File: src/rtl/ext_bus_initiator.sv
// ext_bus_initiator: issues word-access commands (single or burst) onto the
// FPGA-side external bus. It holds each beat until the bridge acknowledges or
// the wait times out. Each beat result goes back on a ready/valid response port.
module ext_bus_initiator #(
  parameter int unsigned ADDR_W  = 30,
  parameter int unsigned DATA_W  = 32,
  parameter int unsigned TIMEOUT = 255
) (
  input  logic                clk,
  input  logic                reset,
  // command port
  input  logic                cmd_valid,
  output logic                cmd_ready,
  input  logic                cmd_write,
  input  logic [ADDR_W-1:0]   cmd_addr,
  input  logic [7:0]          cmd_len,
  input  logic [DATA_W/8-1:0] cmd_byteenable,
  input  logic [DATA_W-1:0]   cmd_wdata,
  // response port
  output logic                rsp_valid,
  input  logic                rsp_ready,
  output logic [DATA_W-1:0]   rsp_rdata,
  output logic                rsp_error,
  output logic                rsp_last,
  // external bus
  output logic [ADDR_W-1:0]   bus_address,
  output logic [DATA_W/8-1:0] bus_byte_enable,
  output logic                bus_read,
  output logic                bus_write,
  output logic [DATA_W-1:0]   bus_write_data,
  input  logic                bus_acknowledge,
  input  logic [DATA_W-1:0]   bus_read_data
);

  localparam int unsigned BE_W     = DATA_W / 8;
  // The counter only has to reach TIMEOUT-1.
  localparam int unsigned CNT_W    = (TIMEOUT > 1) ? $clog2(TIMEOUT) : 1;
  localparam int unsigned TMO_LAST = (TIMEOUT == 0) ? 0 : TIMEOUT - 1;

  typedef enum logic [1:0] {
    ST_IDLE   = 2'd0,
    ST_ACCESS = 2'd1,
    ST_RESP   = 2'd2
  } state_t;

  state_t           state;
  logic             wr_q;
  logic [7:0]       beats_left;
  logic [CNT_W-1:0] tmo_cnt;
  logic             tmo_hit_c;

  // Timeout fires on the last allowed wait cycle; TIMEOUT == 0 disables it.
  assign tmo_hit_c = (TIMEOUT != 0) && (tmo_cnt == CNT_W'(TMO_LAST));

  // Command / beat / response sequencer with all bus and response outputs registered.
  always_ff @(posedge clk or posedge reset) begin
    if (reset) begin
      state           <= ST_IDLE;
      cmd_ready       <= 1'b1;
      wr_q            <= 1'b0;
      beats_left      <= 8'd0;
      tmo_cnt         <= '0;
      rsp_valid       <= 1'b0;
      rsp_rdata       <= '0;
      rsp_error       <= 1'b0;
      rsp_last        <= 1'b0;
      bus_address     <= '0;
      bus_byte_enable <= '0;
      bus_read        <= 1'b0;
      bus_write       <= 1'b0;
      bus_write_data  <= '0;
    end else begin
      case (state)
        ST_IDLE: begin
          if (cmd_valid) begin
            cmd_ready       <= 1'b0;
            wr_q            <= cmd_write;
            beats_left      <= cmd_len;
            tmo_cnt         <= '0;
            bus_address     <= cmd_addr & ~ADDR_W'(3);
            bus_byte_enable <= BE_W'(cmd_byteenable);
            bus_write_data  <= cmd_wdata;
            bus_read        <= ~cmd_write;
            bus_write       <= cmd_write;
            state           <= ST_ACCESS;
          end
        end

        ST_ACCESS: begin
          tmo_cnt <= tmo_cnt + CNT_W'(1);
          // Ack has priority over a coincident timeout.
          if (bus_acknowledge) begin
            bus_read  <= 1'b0;
            bus_write <= 1'b0;
            rsp_valid <= 1'b1;
            rsp_error <= 1'b0;
            rsp_rdata <= wr_q ? '0 : bus_read_data;
            rsp_last  <= (beats_left == 8'd0);
            state     <= ST_RESP;
          end else if (tmo_hit_c) begin
            bus_read  <= 1'b0;
            bus_write <= 1'b0;
            rsp_valid <= 1'b1;
            rsp_error <= 1'b1;
            rsp_rdata <= '0;
            rsp_last  <= 1'b1;
            state     <= ST_RESP;
          end
        end

        ST_RESP: begin
          if (rsp_ready) begin
            rsp_valid <= 1'b0;
            if (rsp_last) begin
              cmd_ready <= 1'b1;
              state     <= ST_IDLE;
            end else begin
              beats_left  <= beats_left - 8'd1;
              bus_address <= bus_address + ADDR_W'(4);
              tmo_cnt     <= '0;
              bus_read    <= ~wr_q;
              bus_write   <= wr_q;
              state       <= ST_ACCESS;
            end
          end
        end

        default: begin
          state     <= ST_IDLE;
          cmd_ready <= 1'b1;
          rsp_valid <= 1'b0;
          bus_read  <= 1'b0;
          bus_write <= 1'b0;
        end
      endcase
    end
  end

endmodule
File: config.mk
export PLATFORM = sky130hd
export DESIGN_NAME = ext_bus_initiator
export DESIGN_NICKNAME = d
export VERILOG_FILES = /design/src/rtl/ext_bus_initiator.sv
export SDC_FILE = /design/constraint.sdc
export NUM_CORES = 1
export LEC_CHECK = 0
export BUFFER_PORTS_ARGS = -buffer_cell sky130_fd_sc_hd__buf_2
export CAP_MARGIN = 20
export CORE_MARGIN = 2
export CORE_UTILIZATION = 30
export CTS_CLUSTER_DIAMETER = 30
export DETAILED_ROUTE_END_ITERATION = 16
export GPL_TIMING_DRIVEN = 0
export PLACE_DENSITY = 0.61
export SLEW_MARGIN = 20
export SYNTH_ARGS = -nofsm -noshare
export SYNTH_HDL_FRONTEND = slang
export SYNTH_SLANG_ARGS = --single-unit
export TNS_END_PERCENT = 5
File: constraint.sdc
create_clock -name clk -period 7.8 [get_ports clk]
set_clock_uncertainty 0.1 [all_clocks]
set_input_delay 0.78 -clock clk [delete_from_list [all_inputs] [get_ports clk]]
set_output_delay 0.78 -clock clk [all_outputs]
set_load 0.01 [all_outputs]
==> reports/qor.csv <==
stage,metric,value,unit
synth,Syn. warnings,0,
global_routing,met1 Usage GRT,0.248,
sta,worst slew pin tran,1020,ps
detailed_routing,post-route ant nets,0,
clocking,Bufs on Longest Clock Path,2,
setup_path,"Req. time, crit path",7980,ps
sta,Hold Worst Slack,197,ps
final_layout,"most common cell after layout, fill and taps aside",buf_2,
global_routing,first-pass GRT wire length,27000,um
sta,final setup vio count,0,
detailed_routing,final WL,16800,um
synth,top_reg_cell synth,dfrtp_1,
place,Cells after DPL,955,
clocking,Post-CTS Resized,0,
clocking,CTS sink cnt,121,
setup_path,kind of critical path,register to register,
clocking,CTS tree,built,
power,leakage power,3.53,nW
sta,Tmin final,2520,ps
final_layout,fin area,7480,um^2
setup_path,Reg2Reg Depth,6,
sta,f_max,398,MHz
final_layout,Ant. Diodes,0,
run,max cap viols,0,
place,DP Area,6890,um^2
global_routing,number of global-route vias before repair,4891,
setup_path,Critical Path End Type,register,
sta,Final period util,0.323,
sta,RSZ-0062 raised after global routing,no,
power,power density cells,427,nW/um^2
power,VDD IR max,174,uV
detailed_routing,vias per cell,5.05,
floorplan,io pins,216,
global_routing,Overflow after GRT,0,
final_layout,Finished Layout Cells,987,
setup_path,Reg2Reg Setup Slack,5280,ps
floorplan,area of the die,19500,um^2
setup_path,"Arr. time, crit path",2690,ps
floorplan,row cnt,49,
synth,Yosys cell types,52,
detailed_routing,First-pass DRT Iterations,4,
detailed_routing,via count,4984,
floorplan,core area,18000,um^2
clocking,Root Buffer,clkbuf_16,
outcome,status,finished clean,
place,Post-DP HPWL,12100,um
synth,Post-synth EDFFs,0,
detailed_routing,Routed wire per std cell,17.0,um
sta,worst rel slew slack,0.311,
detailed_routing,# DRC,0,
clocking,Worst-Skew Late Latency,420,ps
global_routing,global-route usage over all layers,0.177,
power,total power,3.19,mW
synth,post-synthesis cell count,513,
global_routing,met3 Use GR,0.0420,
clocking,H-tree Lvls,4,
setup_path,R2R Path End,tmo_cnt[3],
global_routing,pin count of the biggest net entering global routing,93,
floorplan,Die W,140,um
setup_path,Crit Path Max Fanout,10,
sta,Final TNS setup,0,ps
detailed_routing,Initial DRC Count,256,
final_layout,fraction of layout cells with a size suffix above 1,0.389,
synth,"FF+latch count, synth",121,
clocking,"Clk pin slew, worst setup/hold paths",70,ps
global_routing,GRT Max-Usage Layer,met2,
final_layout,Area growth syn-to-layout,35.8,%
clocking,setup bufs post-CTS,0,
place,gp weighted congestion,0.823,
synth,sequential area share after synthesis,0.550,
place,# port buffers,211,
setup_path,CP Launch Type,register,
sta,"Hold Violations, Final",0,
clocking,TritonCTS buffer count,17,
synth,share of the synthesized area in the top cell type,0.545,
synth,cell taking the most area after synthesis,dfrtp_1,
final_layout,Nets,862,
synth,average cell area after synthesis,10.7,um^2
synth,synthesized area,5510,um^2
clocking,CTS Hold Buffers Added,0,
global_routing,initial antenna violation count,0,
synth,"top cells by area, synth","dfrtp_1 (54%), mux2_2 (7.6%), a22o_1 (5.1%)",
synth,"FFs w/ async S/R, synth",1.00,
floorplan,Die Y,140,um
global_routing,GR Layer Usage met2,0.262,
min_path,Hold WC Path Type,input port to asynchronous set/reset pin,
floorplan,effective utilization at floorplan,0.307,
setup_path,worst r2r src,state[1],
final_layout,most frequent cells in the layout,"buf_2 (214), dfrtp_1 (120), a21oi_1 (42)",
sta,fin. max-slew vios,0,
-- Yosys cell counts, types with 3 or more instances --
master,count
xor2_1,6
nand3_1,19
nor3_1,10
nand4_1,9
nor4_1,3
nor2_1,32
buf_2,3
a22o_1,32
nand2_1,40
or3_1,4
o21ai_0,29
ha_1,5
and3_1,4
and4_1,6
mux2_2,37
o32ai_1,3
and2_1,3
dfrtp_1,120
a2bb2oi_1,9
o2bb2ai_1,3
a31oi_1,5
clkbuf_1,26
a22oi_1,3
a211oi_1,4
o22ai_1,11
a21oi_1,42
inv_1,11
-- per-layer routing --
metal  part of all wire  wire, um  up-vias
met1               0.46      7770     2380
met2               0.44      7460      197
met3              0.068      1150       29
li1                   -         -     2378
met5                  0         0        -
met4              0.025       419        0
-- registers in the layout, indices dropped and copies added (netlist names) --
name             count
bus_write_data      32
cmd_ready            1
bus_write            1
state                2
rsp_rdata           32
wr_q                 1
bus_byte_enable      4
bus_read             1
rsp_valid            1
rsp_last             1
tmo_cnt              8
beats_left           8
rsp_error            1
bus_address         28
-- stage by stage --
step / util / setup slack [ps]
final: 0.416 / 5280
after global routing: 0.416 / 5030
after CTS: 0.416 / 5320
after detailed placement: 0.384 / 5040
after global placement: 0.382 / 2030
after floorplan: - / 3710
-- layout make-up --
cell class | instances | area (um^2)
multi-input combinational | 348 | 2300
clock buffer | 17 | 425
inverter | 11 | 48.8
sequential | 121 | 3030
clock inverter | 15 | 164
buffer | 34 | 146
tap | 229 | 287
fill | 1792 | 10500
timing repair buffer | 212 | 1080
-- logic make-up after synthesis --
group                      Yosys count  share of synthesized area
AOI/OAI and AO/OA                  154                      0.187
DFF                                121                      0.550
and+or+nand+nor                    144                      0.132
other                                1                   0.000681
adders and majority gates            5                     0.0114
buffers and inverters               45                     0.0341
muxes                               37                     0.0756
xor gates and xnor gates             6                    0.00954
-- critical path, stage by stage (launching register included) --
cell,delay (ps)
dfrtp_1,320
clkbuf_1,300
nor4bb_1,860
o21bai_1,390
nand4_1,200
xor2_1,160
nor2_1,50
-- report_power, final --
group / leakage, nW / switching [mW] / internal, mW / total (mW)
clock network: 0.285 / 0.317 / 0.476 / 0.794
registers: 1.47 / 0.231 / 0.918 / 1.15
logic: 1.78 / 0.705 / 0.545 / 1.25
-- worst max path at each step --
stage	start	to
after global routing	state[1]	beats_left[5]
after detailed placement	rsp_ready	tmo_cnt[3]
after floorplan	reset	beats_left[0]
after global placement	reset	bus_address[13]
final	state[1]	tmo_cnt[3]
after CTS	state[1]	tmo_cnt[3]
Power figures use the tool's default switching activity.
